File: src/rtl/mult_datapath_if.sv
// Bus between the add-shift multiplier control FSM (master) and its datapath (slave).
// Product_Valid is a level "valid" with no ready: it rises once the product is
// complete and holds until the next Load_B/Clear_AX, so the consumer samples at will.
interface mult_datapath_if #(
  parameter int WIDTH = 8
);
  logic [WIDTH-1:0] S;
  logic             Load_B;
  logic             Clear_AX;
  logic             Yes_Add;
  logic             Yes_Sub;
  logic             Shift_En;
  logic             Mval;
  logic             Xval;
  logic [WIDTH-1:0] Aval;
  logic [WIDTH-1:0] Bval;
  logic             Product_Valid;
  logic             Seq_Err;

  modport master (
    output S, Load_B, Clear_AX, Yes_Add, Yes_Sub, Shift_En,
    input  Mval, Xval, Aval, Bval, Product_Valid, Seq_Err
  );

  modport slave (
    input  S, Load_B, Clear_AX, Yes_Add, Yes_Sub, Shift_En,
    output Mval, Xval, Aval, Bval, Product_Valid, Seq_Err
  );
endinterface

File: src/rtl/mult_datapath.sv
// X:A:B register datapath for the signed add-shift multiplier, with a shift
// counter and a sticky flag for controller sequencing errors.
module mult_datapath #(
  parameter int WIDTH = 8
) (
  input  logic           Clk,
  input  logic           Reset,
  mult_datapath_if.slave bus
);
  localparam int CW = $clog2(WIDTH + 1);
  localparam logic [CW-1:0] CNT_MAX = CW'(WIDTH);

  logic [WIDTH-1:0] a_q, a_d;
  logic [WIDTH-1:0] b_q, b_d;
  logic             x_q, x_d;
  logic [CW-1:0]    cnt_q, cnt_d;
  logic             pv_q, pv_d;
  logic             err_q, err_d;

  logic [WIDTH:0]   a_ext;
  logic [WIDTH:0]   s_ext;
  logic [WIDTH:0]   sum;

  assign a_ext = {a_q[WIDTH-1], a_q};
  assign s_ext = {bus.S[WIDTH-1], bus.S};

  // Both operands are sign-extended by one bit so sum[WIDTH] is the true sign.
  always_comb begin
    if (bus.Yes_Sub) sum = a_ext + ~s_ext + (WIDTH+1)'(1);
    else             sum = a_ext + s_ext;
  end

  always_comb begin
    a_d   = a_q;
    b_d   = b_q;
    x_d   = x_q;
    cnt_d = cnt_q;
    pv_d  = pv_q;
    err_d = err_q;
    if (bus.Load_B) begin
      b_d   = bus.S;
      a_d   = '0;
      x_d   = 1'b0;
      cnt_d = '0;
      pv_d  = 1'b0;
      err_d = 1'b0;
    end else if (bus.Clear_AX) begin
      a_d   = '0;
      x_d   = 1'b0;
      cnt_d = '0;
      pv_d  = 1'b0;
      err_d = 1'b0;
    end else if (bus.Yes_Add && bus.Yes_Sub) begin
      err_d = 1'b1;
    end else if (bus.Yes_Add || bus.Yes_Sub) begin
      a_d = sum[WIDTH-1:0];
      x_d = sum[WIDTH];
      if (bus.Shift_En) err_d = 1'b1;
    end else if (bus.Shift_En) begin
      if (cnt_q < CNT_MAX) begin
        a_d   = {x_q, a_q[WIDTH-1:1]};
        b_d   = {a_q[0], b_q[WIDTH-1:1]};
        cnt_d = cnt_q + CW'(1);
        if (cnt_d == CNT_MAX) pv_d = 1'b1;
      end else begin
        err_d = 1'b1;
      end
    end
  end

  always_ff @(posedge Clk or posedge Reset) begin
    if (Reset) begin
      a_q   <= '0;
      b_q   <= '0;
      x_q   <= 1'b0;
      cnt_q <= '0;
      pv_q  <= 1'b0;
      err_q <= 1'b0;
    end else begin
      a_q   <= a_d;
      b_q   <= b_d;
      x_q   <= x_d;
      cnt_q <= cnt_d;
      pv_q  <= pv_d;
      err_q <= err_d;
    end
  end

  assign bus.Mval          = b_q[0];
  assign bus.Xval          = x_q;
  assign bus.Aval          = a_q;
  assign bus.Bval          = b_q;
  assign bus.Product_Valid = pv_q;
  assign bus.Seq_Err       = err_q;
endmodule

File: src/flat_wrapper.sv
// flat-port wrapper written by rule: the top's interface ports become plain ports
module mult_datapath_flat 
#(
  parameter int WIDTH = 8
)
  (Clk, Reset, bus_S, bus_Load_B, bus_Clear_AX, bus_Yes_Add, bus_Yes_Sub, bus_Shift_En, bus_Mval, bus_Xval, bus_Aval, bus_Bval, bus_Product_Valid, bus_Seq_Err);
  mult_datapath_if #(.WIDTH(WIDTH)) bus_i ();
  input  logic Clk;
  input  logic Reset;
  input wire logic [$bits(bus_i.S)-1:0] bus_S;
  input wire logic [$bits(bus_i.Load_B)-1:0] bus_Load_B;
  input wire logic [$bits(bus_i.Clear_AX)-1:0] bus_Clear_AX;
  input wire logic [$bits(bus_i.Yes_Add)-1:0] bus_Yes_Add;
  input wire logic [$bits(bus_i.Yes_Sub)-1:0] bus_Yes_Sub;
  input wire logic [$bits(bus_i.Shift_En)-1:0] bus_Shift_En;
  output wire logic [$bits(bus_i.Mval)-1:0] bus_Mval;
  output wire logic [$bits(bus_i.Xval)-1:0] bus_Xval;
  output wire logic [$bits(bus_i.Aval)-1:0] bus_Aval;
  output wire logic [$bits(bus_i.Bval)-1:0] bus_Bval;
  output wire logic [$bits(bus_i.Product_Valid)-1:0] bus_Product_Valid;
  output wire logic [$bits(bus_i.Seq_Err)-1:0] bus_Seq_Err;
  assign bus_i.S = bus_S;
  assign bus_i.Load_B = bus_Load_B;
  assign bus_i.Clear_AX = bus_Clear_AX;
  assign bus_i.Yes_Add = bus_Yes_Add;
  assign bus_i.Yes_Sub = bus_Yes_Sub;
  assign bus_i.Shift_En = bus_Shift_En;
  assign bus_Mval = bus_i.Mval;
  assign bus_Xval = bus_i.Xval;
  assign bus_Aval = bus_i.Aval;
  assign bus_Bval = bus_i.Bval;
  assign bus_Product_Valid = bus_i.Product_Valid;
  assign bus_Seq_Err = bus_i.Seq_Err;
  mult_datapath #(.WIDTH(WIDTH)) u_core (.Clk(Clk), .Reset(Reset), .bus(bus_i));
endmodule
File: config.mk
export PLATFORM = sky130hd
export DESIGN_NAME = mult_datapath_flat
export DESIGN_NICKNAME = d
export VERILOG_FILES = /design/src/rtl/mult_datapath_if.sv /design/src/rtl/mult_datapath.sv /design/src/flat_wrapper.sv
export SDC_FILE = /design/constraint.sdc
export NUM_CORES = 1
export LEC_CHECK = 0
export BUFFER_PORTS_ARGS = -buffer_cell sky130_fd_sc_hd__buf_2
export CORE_MARGIN = 2
export CORE_UTILIZATION = 30
export CTS_CLUSTER_SIZE = 12
export DETAILED_ROUTE_END_ITERATION = 16
export PLACE_DENSITY = 0.46
export SLEW_MARGIN = 20
export SYNTH_ARGS = -nofsm -noshare
export SYNTH_HDL_FRONTEND = slang
export SYNTH_SLANG_ARGS = --single-unit
File: constraint.sdc
create_clock -name Clk -period 2.95 [get_ports Clk]
set_clock_uncertainty 0.2 [all_clocks]
set_input_delay 0.4425 -clock Clk [delete_from_list [all_inputs] [get_ports Clk]]
set_output_delay 0.4425 -clock Clk [all_outputs]
set_load 0.005 [all_outputs]
==> results.py, run 1 <==
metrics = {
    "clock_tree": {
        "clock_sinks": 23,
        "cts_tree": "built",
        "numCtsBuffers": 3,
        "cts_resized": 0,
        "clk_latency_ns": 0.27,
        "cts_hold_buf": 0,
        "clockBufferDepth": 2,
        "post_cts_buffers": 0,
        "root_buffer": "clkbuf_8",
        "clk_pin_slew_ns": 0.09,
        "htreeDepth": 1,
    },
    "global_route": {
        "grt_max_degree": 24,
        "antenna_found_initial": 0,
        "grt_pass1_vias": 1616,
        "grt_overflow": 0,
        "grt_pass1_wl_um": 8162,
        "track_usage_pct": 14.38,
    },
    "drt": {
        "vias": 1677,
        "vias_per_cell": 5.176,
        "drtIter0Drc": 81,
        "drt_first_pass_iters": 4,
        "drc": 0,
        "drt_wl_total_um": 4930,
        "antenna_left": 0,
        "wl_per_cell_um": 15.22,
    },
    "pwr": {
        "clockPowerShare_pct": 25.5,
        "combPwrFrac_pct": 29.7,
        "p_int_uw": 537.4,
        "switching_share_pct": 33.21,
        "power_density_nw_per_um2": 371.9,
        "seqPwrFrac_pct": 44.8,
        "p_sw_uw": 267.2,
        "max-vdd-ir-drop_mv": 0.1951,
        "leakagePower_uw": 0.001063,
    },
    "synthesis": {
        "synth_edf_count": 0,
        "ys.flop_type": "dfrtp_1",
        "synth_area_leader_cell": "dfrtp_1",
        "synthCells": 221,
        "seq_area_frac_synth_pct": 30.14,
        "async_reset_ff_share_pct": 100.0,
        "ys_types": 51,
        "netlist.area_leader.share_pct": 30.14,
        "syn_nets": 255,
        "yosys_register_bits": 23,
        "yosys-top-cells-area": "dfrtp_1, ha_1, mux2i_1, nand2_1, nor2_1",
        "syn_area_per_cell_sq_um": 8.640,
        "ys.warnings.count": 0,
        "syn_area_sq_um": 1909,
    },
    "floorplan": {
        "num_rows": 29,
        "io_pins": 35,
        "die_area_sq_um": 7018,
        "fp.dieW_um": 83.78,
        "start_util_pct": 30.59,
        "floorplan.core_area_sq_um": 6241,
        "die-height_um": 83.78,
    },
    "critical_path": {
        "crit_arrival_ns": 2.39,
        "critPathKind": "reg2reg",
        "cp_slowest_cell": "dfrtp_1",
        "required_ns": 2.94,
        "crit_fanout": 5,
        "reg2reg_depth": 7,
        "cp-end-kind": "flip-flop",
        "critPathLaunchType": "flip-flop",
        "slowest_delay_ns": 0.44,
        "crit_chain": "ha_1, fa_1, nor2b_1, o21bai_1, a221oi_1, or3_1, a32oi_1",
    },
    "timing": {
        "finalHoldViolations": 0,
        "maxSlewViolCount": 0,
        "max_freq_mhz": 416.1,
        "finalCritPeriodShare_pct": 81.48,
        "tightest_slew_ns": 0.9198,
        "slew_headroom_pct": 38.61,
        "grt_setup_unrepaired": "no",
        "layout_min_cycle_time_ns": 2.404,
        "setup_violations": 0,
        "tns_ns": 0,
    },
    "placement": {
        "io_buffers": 34,
        "post-place-cells": 320,
        "place.gp.congestion": 0.8763,
        "hpwl_um": 3873,
    },
    "finish": {
        "antenna_cells": 0,
        "fin_nets": 282,
        "syn2layout_area_growth_pct": 13.30,
        "final.fill_count": 685,
        "stdcell_count": 324,
        "drive_above_1_share_pct": 19.03,
    },
    "hold_path": {
        "hold_path.class": "in2async",
    },
    "job": {
        "drv_cap": 0,
    },
    "status": {
        "outcome": "finished clean",
    },
}
## placed cells by master (no fill, tap or decap), types with 2 or more instances in the layout
cell type / netlist / final
buf_2: 7 / 34
dfrtp_1: 23 / 23
nand2_1: 21 / 21
nor2_1: 20 / 20
inv_1: 17 / 17
ha_1: 17 / 17
o21ai_0: 14 / 14
mux2i_1: 10 / 10
nor2b_1: 7 / 7
a21oi_1: 6 / 6
a21o_1: 5 / 5
o211ai_1: 4 / 4
a32oi_1: 4 / 4
xnor2_1: 4 / 4
nand2b_1: 3 / 3
o21a_1: 3 / 3
or3_1: 3 / 3
o31a_1: 3 / 3
nor3_1: 3 / 3
clkbuf_8: 0 / 3
or2_2: 2 / 2
xor2_1: 2 / 2
a211oi_1: 2 / 2
a2111oi_0: 2 / 2
o31ai_1: 2 / 2
o31ai_2: 2 / 2
nand4_1: 2 / 2
or4_1: 2 / 2
o221ai_1: 2 / 2
o21bai_1: 2 / 2
fa_1: 2 / 2
buf_4: 3 / 2
## cell families (layout without fill, tap and decap cells)
kind of cell / count (synthesis) / after routing / share of synthesized area [%]
and+or+nand+nor: 71 / 71 / 18.35
AOI/OAI and AO/OA: 61 / 61 / 23.13
buffers and inverters: 31 / 57 / 7.143
DFF: 23 / 23 / 30.14
adders and majority gates: 19 / 19 / 13.24
muxes: 10 / 10 / 5.243
xor gates and xnor gates: 6 / 6 / 2.752
## cell usage after synthesis (2+ instances only)
cell and number:
a2111oi_0 2, a211oi_1 2, a21o_1 5, a21oi_1 6
a32oi_1 4, buf_1 2, buf_2 7, buf_4 3
clkbuf_1 2, dfrtp_1 23, fa_1 2, ha_1 17
inv_1 17, mux2i_1 10, nand2_1 21, nand2b_1 3
nand4_1 2, nor2_1 20, nor2b_1 7, nor3_1 3
o211ai_1 4, o21a_1 3, o21ai_0 14, o21bai_1 2
o221ai_1 2, o31a_1 3, o31ai_1 2, o31ai_2 2
or2_2 2, or3_1 3, or4_1 2, xnor2_1 4
xor2_1 2
## worst paths after layout
check                                   startpoint            endpoint  slack [ns]
worst max-delay path            u_core.bus.Aval[0]  u_core.bus.Aval[6]        0.55
worst min-delay path                         Reset  u_core.bus.Bval[5]        0.16
worst max register to register  u_core.bus.Aval[0]  u_core.bus.Aval[6]        0.55
worst min register to register  u_core.bus.Bval[2]  u_core.bus.Bval[2]        0.30
max in group asynchronous                    Reset  u_core.bus.Bval[7]        1.83
min in group Clk                          bus_S[0]  u_core.bus.Bval[0]        0.21
## stage by stage
step / utilization (%) / instance area [sq um] / power [uW] / hold WS (ns) / worst slack [ns]
2_1_floorplan: - / 1909 / 528.7 / 0.2444 / 0.7377
3_3_place_gp: 33.94 / 2118 / 609.5 / 0.2863 / 0.4740
3_5_place_dp: 33.94 / 2118 / 608.1 / 0.2912 / 0.4760
4_1_cts: 34.66 / 2163 / 817.8 / 0.2037 / 0.5522
5_1_grt: 34.66 / 2163 / 859.4 / 0.2260 / 0.3653
6_report: 34.66 / 2163 / 804.6 / 0.1621 / 0.5465
## power groups by stage
stage | combinational [uW] | sequential (uW) | clock, uW
after floorplan | 163 | 366 | 0
after global placement | 241 | 368 | 0
after detailed placement | 241 | 368 | 0
after CTS | 241 | 362 | 215
after global routing | 271 | 365 | 223
final | 239 | 361 | 205
## layout make-up
class                      instances  area (sq um)  share of cell area (%)
tap                               77         96.34                   4.453
timing repair buffer              36         185.2                   8.560
sequential                        23         575.6                   26.61
inverter                          17         63.81                   2.950
clock buffer                       4         45.04                   2.082
multi-input combinational        167          1197                   55.35
## critical path, delay by kind of cell (launching register included)
kind | cells | cell delay (ns)
fa+ha+maj | 2 | 0.64
compound gates | 3 | 0.56
simple gates | 2 | 0.48
flops | 1 | 0.44
## metal layers
layer | up-vias | part of all wire, % | global-route usage, % | wire, um
met5 | - | 0 | 0 | 0
met4 | 0 | 1.2 | 3.959 | 57
met3 | 5 | 3.9 | 1.484 | 194
met2 | 45 | 46 | 23.85 | 2284
met1 | 796 | 49 | 19.94 | 2393
li1 | 831 | - | - | -
## sequential cells by signal (all words and copies together), names as in the netlist
register                  count
u_core.bus.Aval               8
u_core.bus.Bval               8
u_core.cnt_q                  4
u_core.bus.Product_Valid      1
u_core.bus.Seq_Err            1
u_core.bus.Xval               1
Note: power is estimated with default switching activity, not from simulation.
==> run 2, diff against run 1 <==
--- a/config.mk
+++ b/config.mk
@@ -5,12 +5,13 @@
 export SDC_FILE = /design/constraint.sdc
 export NUM_CORES = 1
 export LEC_CHECK = 0
+export ABC_AREA = 1
 export BUFFER_PORTS_ARGS = -buffer_cell sky130_fd_sc_hd__buf_2
 export CORE_MARGIN = 2
 export CORE_UTILIZATION = 30
 export CTS_CLUSTER_SIZE = 12
 export DETAILED_ROUTE_END_ITERATION = 16
-export PLACE_DENSITY = 0.46
+export PLACE_DENSITY = 0.48
 export SLEW_MARGIN = 20
 export SYNTH_ARGS = -nofsm -noshare
 export SYNTH_HDL_FRONTEND = slang
==> constraint.sdc (replaced) <==
create_clock -name Clk -period 1.9 [get_ports Clk]
set_clock_uncertainty 0.2 [all_clocks]
set_input_delay 0.285 -clock Clk [delete_from_list [all_inputs] [get_ports Clk]]
set_output_delay 0.285 -clock Clk [all_outputs]
set_load 0.005 [all_outputs]
==> run 2 against run 1 <==
  * The flow now finishes with violations (setup timing)
  * Design area up 20%
  * Sequential cell count unchanged
  * Sequential share of layout area down 4.4 points
  * Power up 77%
  * Area after synthesis down 0.20%
  * Highest routed layer unchanged
  * Combinational power up 120%
  * Routed wire length up 9.9%
  * First-iteration DRC count up 81%
  * Non-clock buffer count up 26
  * Largest power group unchanged
==> results.py, run 2 <==
metrics = {
    "status": {
        "outcome": "finished with violations",
        "violations": "setup timing",
    },
    "timing": {
        "finalCritPeriodShare_pct": 100.5,
        "slew_headroom_pct": 68.05,
        "setup_violations": 1,
        "layout_min_cycle_time_ns": 1.909,
        "finalHoldViolations": 0,
        "grt_setup_unrepaired": "yes",
        "setup_ws_ns": -0.009027,
        "max_freq_mhz": 523.8,
        "tightest_slew_ns": 0.4787,
        "maxSlewViolCount": 0,
    },
    "critical_path": {
        "crit_arrival_ns": 1.89,
        "cp-end-kind": "flip-flop",
        "crit_chain": "buf_6, fa_2, nand2_2, nand2_2, nand3_2, nand2_2, nand2_2, nand2_1, nand2_1, nand3_1, nand2_1, nand2_1",
        "crit_fanout": 5,
        "critPathLaunchType": "flip-flop",
        "reg2reg_depth": 12,
        "critPathTopFamily": "simple AND/OR/NAND/NOR gates",
        "worst-path-stages": 12,
        "cp_slowest_cell": "dfrtp_2",
        "critPathKind": "reg2reg",
        "worst-path-buf-inv": 1,
        "required_ns": 1.88,
        "slowest_delay_ns": 0.46,
    },
    "drt": {
        "drt_first_pass_iters": 4,
        "wl_per_cell_um": 13.16,
        "vias_per_cell": 4.653,
        "drt_wl_total_um": 5420,
        "drtIter0Drc": 147,
        "vias": 1917,
        "drc": 0,
        "antenna_left": 0,
    },
    "clock_tree": {
        "clk_pin_slew_ns": 0.10,
        "clockBufferDepth": 2,
        "htreeDepth": 1,
        "clk_latency_ns": 0.27,
        "numCtsBuffers": 3,
        "clock_sinks": 23,
        "cts_tree": "built",
        "root_buffer": "clkbuf_8",
    },
    "placement": {
        "hpwl_um": 4177,
        "place.gp.congestion": 0.8316,
        "io_buffers": 34,
        "post-place-cells": 404,
    },
    "floorplan": {
        "fp.dieW_um": 83.70,
        "die-height_um": 83.70,
        "die_area_sq_um": 7006,
        "num_rows": 29,
        "io_pins": 35,
        "start_util_pct": 30.53,
        "floorplan.core_area_sq_um": 6241,
    },
    "finish": {
        "ff_latch_area_sq_um": 576.8,
        "final_common_cell": "nand2_1",
        "final_core_util_pct": 41.60,
        "syn2layout_area_growth_pct": 36.24,
        "mostFrequentLayoutCells": "nand2_1, inv_1, buf_2",
        "fin_nets": 370,
        "final.fill_count": 677,
        "stdcell_count": 412,
        "antenna_cells": 0,
        "drive_above_1_share_pct": 35.22,
        "multi_input_area_sq_um": 1333,
    },
    "pwr": {
        "max-vdd-ir-drop_mv": 0.2387,
        "p_total_uw": 1428,
        "power_density_nw_per_um2": 550.0,
        "leakagePower_uw": 0.001391,
    },
    "synthesis": {
        "synth_edf_count": 0,
        "synthCells": 275,
        "yosys_register_bits": 23,
        "netlist.area_leader.share_pct": 30.20,
        "ys_top_cells_by_count": "nand2_1, inv_1, nor2_1",
        "syn_area_sq_um": 1906,
        "yosysMostFrequentCell": "nand2_1",
        "ys.warnings.count": 0,
        "synth_area_leader_cell": "dfrtp_1",
        "seq_area_frac_synth_pct": 30.20,
        "syn_nets": 309,
        "ys.flop_type": "dfrtp_1",
        "syn_area_per_cell_sq_um": 6.929,
        "async_reset_ff_share_pct": 100.0,
        "yosys-top-cells-area": "dfrtp_1, nand2_1, ha_1, inv_1, nor2_1",
        "ys_types": 34,
    },
    "hold_path": {
        "hold_path.class": "in2reg",
        "min_path_cells": 3,
    },
    "global_route": {
        "grt_max_degree": 24,
        "track_usage_pct": 15.82,
        "grt_pass1_vias": 1848,
        "antenna_found_initial": 0,
        "grt_pass1_wl_um": 8901,
        "grt_overflow": 0,
    },
    "job": {
        "drv_cap": 0,
    },
}
[run 2: metal layers]
layer,wire length [um],share of wire [%],track usage [%]
met5,0,0,0
met4,32,0.59,3.519
met3,185,3.4,2.967
met2,2483,46,24.58
met1,2718,50,22.86
[run 2: cells by family (layout without fill, tap and decap cells)]
logic type               count (synthesis)  after routing  share of synthesized area (%)
AND/OR/NAND/NOR                        145            145                          32.76
XOR/XNOR                                 1              1                         0.4597
adder cells (fa/ha/maj)                 19             19                          13.26
buffers and inverters                   46            106                          10.31
flip-flops                              23             23                          30.20
AO/OA/AOI/OAI                           41             41                          13.00
[run 2: area by class of cell]
cell class	instances	share of cell area [%]
tap	77	3.711
clock buffer	3	1.590
timing repair buffer	62	15.18
multi-input combinational	206	51.33
inverter	40	5.783
sequential	23	22.22
clock inverter	1	0.1928
[run 2: through the flow]
step           hold WS [ns]  setup slack [ns]  setup TNS, ns  instance area (sq um)
3_5_place_dp         0.1587          -0.09395        -0.2882                   2308
3_3_place_gp         0.1562          -0.07504        -0.1934                   2308
5_1_grt              0.1726          -0.09094        -0.4145                   2596
2_1_floorplan       0.08692           0.02575              0                   1908
6_report             0.1498         -0.009027      -0.009027                   2596
4_1_cts              0.1487         -0.007716      -0.007716                   2376
[run 2: repair_timing]
action                                  4_1_cts  5_1_grt
hold buffers                                  1        0
pin swaps                                     1       17
endpoints found under the setup margin        3        8
gates resized for setup                       4       53
gates cloned                                  0        0
setup buffers                                 0        3
endpoints found under the hold margin        23        0
[run 2: final timing paths]
check	to	slack, ns	start
worst max-delay path	u_core.bus.Aval[6]	-0.009	u_core.bus.Aval[1]
worst min-delay path	u_core.bus.Seq_Err	0.15	bus_Shift_En
worst max register to register	u_core.bus.Aval[6]	-0.009	u_core.bus.Aval[1]
worst min register to register	u_core.bus.Product_Valid	0.31	u_core.bus.Product_Valid
max in group asynchronous	u_core.bus.Aval[1]	0.86	Reset
min in group asynchronous	u_core.bus.Bval[4]	0.39	Reset
[run 2: where the power goes]
part           total (uW)  leakage, uW  internal (uW)  switching [uW]
logic                 537      0.00107            244             293
registers             560     0.000295            527            33.7
clock network         330    0.0000255            147             183
total                1430      0.00139            918             510
[run 2: worst min-delay path, stage by stage]
cell and delay (ns):
buf_2 0.09, o22ai_1 0.08, a21oi_1 0.12
==> run 3, diff against run 2 <==
--- a/config.mk
+++ b/config.mk
@@ -5,7 +5,6 @@
 export SDC_FILE = /design/constraint.sdc
 export NUM_CORES = 1
 export LEC_CHECK = 0
-export ABC_AREA = 1
 export BUFFER_PORTS_ARGS = -buffer_cell sky130_fd_sc_hd__buf_2
 export CORE_MARGIN = 2
 export CORE_UTILIZATION = 30
==> run 3 against run 2 <==
  * The run still ends with setup timing left
  * Sequential share of layout area shrank 1.2 points
  * Cell count shrank 9.0%
  * Die area grew 0.18%
  * Combinational power grew 2%
  * Worst hold slack gained 0.0098 ns
  * Worst setup slack lost 0.21 ns
  * First-iteration DRC count shrank 39%
  * Fmax shrank 10%
  * Routed wire length grew 1.0%
  * Sequential cell count is the same
  * Sequential power shrank 0.7%
  * Largest cell class unchanged
==> results.py, run 3 (synthesis gave the netlist of run 1 again) <==
metrics = {
    "timing": {
        "slew_headroom_pct": 69.81,
        "finalCritPeriodShare_pct": 111.7,
        "maxSlewViolCount": 0,
        "setup_violations": 7,
        "finalHoldViolations": 0,
        "tightest_slew_ns": 0.4524,
        "max_freq_mhz": 471.1,
        "grt_setup_unrepaired": "yes",
        "layout_min_cycle_time_ns": 2.123,
        "tns_ns": -1.264,
        "setup_ws_ns": -0.2228,
    },
    "global_route": {
        "grt_pass1_wl_um": 9114,
        "gr-usage-met2_pct": 28.29,
        "top_usage_layer": "met2",
        "grt_max_degree": 24,
        "grt_use_met3_pct": 1.682,
        "grt_pass1_vias": 1908,
        "gr-usage-met1_pct": 20.77,
        "grt_overflow": 0,
        "antenna_found_initial": 0,
        "track_usage_pct": 16.06,
    },
    "critical_path": {
        "cp-end-kind": "flip-flop",
        "regToRegEndpoint": "u_core.bus.Aval[4]",
        "worst-path-stages": 7,
        "crit_top_cell": "buf_4",
        "worst-path-buf-inv": 2,
        "slowest_delay_ns": 0.41,
        "r2r_start": "u_core.bus.Aval[3]",
        "critPathTopFamily": "compound AO/OA/AOI/OAI gates",
        "crit_fanout": 6,
        "ff2ff_setup_slack_ns": -0.22,
        "required_ns": 1.86,
        "critPathKind": "reg2reg",
        "critPathLaunchType": "flip-flop",
        "crit_chain": "ha_1, buf_4, o21bai_4, buf_4, a211o_1, a32oi_1, o31ai_1",
        "crit_arrival_ns": 2.08,
        "cp_slowest_cell": "dfrtp_1",
        "reg2reg_depth": 7,
    },
    "drt": {
        "drc": 0,
        "wl_per_cell_um": 14.60,
        "vias_per_cell": 4.904,
        "drtIter0Drc": 89,
        "drt_first_pass_iters": 4,
        "vias": 1839,
        "drt_wl_total_um": 5474,
        "antenna_left": 0,
    },
    "finish": {
        "final_common_cell": "buf_4",
        "mostFrequentLayoutCells": "buf_4, buf_2, dfrtp_1",
        "antenna_cells": 0,
        "drive_above_1_share_pct": 41.28,
        "fin_nets": 333,
        "syn2layout_area_growth_pct": 43.71,
        "final.fill_count": 644,
        "final_core_util_pct": 43.97,
    },
    "pwr": {
        "p_sw_uw": 472.2,
        "max-vdd-ir-drop_mv": 0.4995,
        "p_int_uw": 950.4,
        "clockPowerShare_pct": 22.6,
        "combPwrFrac_pct": 38.4,
        "switching_share_pct": 33.19,
        "p_total_uw": 1423,
        "leakagePower_uw": 0.001332,
        "power_density_nw_per_um2": 518.5,
        "seqPwrFrac_pct": 39.1,
    },
    "floorplan": {
        "floorplan.core_area_sq_um": 6241,
        "fp.dieW_um": 83.78,
        "start_util_pct": 30.59,
        "die_area_sq_um": 7018,
        "num_rows": 29,
        "io_pins": 35,
        "die-height_um": 83.78,
    },
    "clock_tree": {
        "clock_sinks": 23,
        "numCtsBuffers": 3,
        "clk_pin_slew_ns": 0.08,
        "htreeDepth": 1,
        "root_buffer": "clkbuf_8",
        "clk_latency_ns": 0.27,
        "cts_tree": "built",
        "clockBufferDepth": 2,
    },
    "placement": {
        "place.gp.congestion": 0.8428,
        "io_buffers": 34,
        "dp_slack_ns": -0.3658,
        "hpwl_um": 4304,
    },
    "hold_path": {
        "min_path_cells": 3,
        "hold_path.class": "in2reg",
        "min_to": "u_core.bus.Bval[4]",
        "min_from": "bus_S[4]",
    },
    "status": {
        "violations": "setup timing",
        "outcome": "finished with violations",
    },
    "job": {
        "drv_cap": 0,
    },
}
## run 3: cell count changes in the layout (fill, tap and decap cells not counted), moves of 4 or more
cell and change:
mux2i_1 +10, nor2_1 -7, inv_1 -18, nand2_2 -13, buf_4 +23, nand2_4 -6, nand2_1 -49, ha_4 -4
nand3_1 -15, a21o_1 +5, inv_2 -4, a32oi_1 +4
## run 3: through the flow
stage	std cells	area, sq um	hold slack [ns]
final	375	2744	0.1596
after global routing	375	2744	0.2009
after CTS	371	2665	0.1578
after detailed placement	364	2484	0.1585
after global placement	364	2484	0.1551
after floorplan	221	1951	0.08685
## run 3: cell type report
type                       count  area (sq um)  area share [%]
sequential                    23         576.8           21.02
clock buffer                   3         41.29           1.505
multi-input combinational    167          1371           49.98
tap                           77         96.34           3.511
inverter                      17         63.81           2.326
clock inverter                 1         5.005          0.1824
timing repair buffer          87         589.3           21.48
## run 3: worst max path at each step
stage	start	endpoint
global placement	bus_S[0]	u_core.bus.Aval[6]
detailed placement	bus_S[0]	u_core.bus.Aval[6]
floorplan	u_core.bus.Aval[0]	u_core.bus.Aval[6]
global route	u_core.bus.Aval[0]	u_core.bus.Aval[6]
finish	u_core.bus.Aval[3]	u_core.bus.Aval[4]
CTS	u_core.bus.Aval[0]	u_core.bus.Aval[6]
## run 3: tightest hold or removal path, delay by kind of cell
kind | cells | cell delay [ns]
buffers and inverters | 1 | 0.11
multiplexers | 1 | 0.07
AO/OA/AOI/OAI | 1 | 0.13
## run 3: layer usage
layer | routed length (um) | up-vias
met1 | 2496 | 867
met4 | 84 | 0
met5 | 0 | -
li1 | - | 932
met3 | 158 | 7
met2 | 2735 | 33
## run 3: power by group through the flow
stage | sequential, uW | clock, uW | combinational [uW]
2_1_floorplan | 569 | 0 | 264
3_3_place_gp | 565 | 0 | 476
3_5_place_dp | 565 | 0 | 475
4_1_cts | 557 | 334 | 522
5_1_grt | 563 | 357 | 602
6_report | 556 | 321 | 546
## run 3: timing repair
| action | in CTS | in global routing |
|---|---|---|
| endpoints found under the hold margin | 23 | 0 |
| resized for setup | 24 | 11 |
| pin swaps | 17 | 12 |
| setup buffers | 2 | 4 |
| endpoints found under the setup margin | 7 | 15 |
| hold buffers | 1 | 0 |
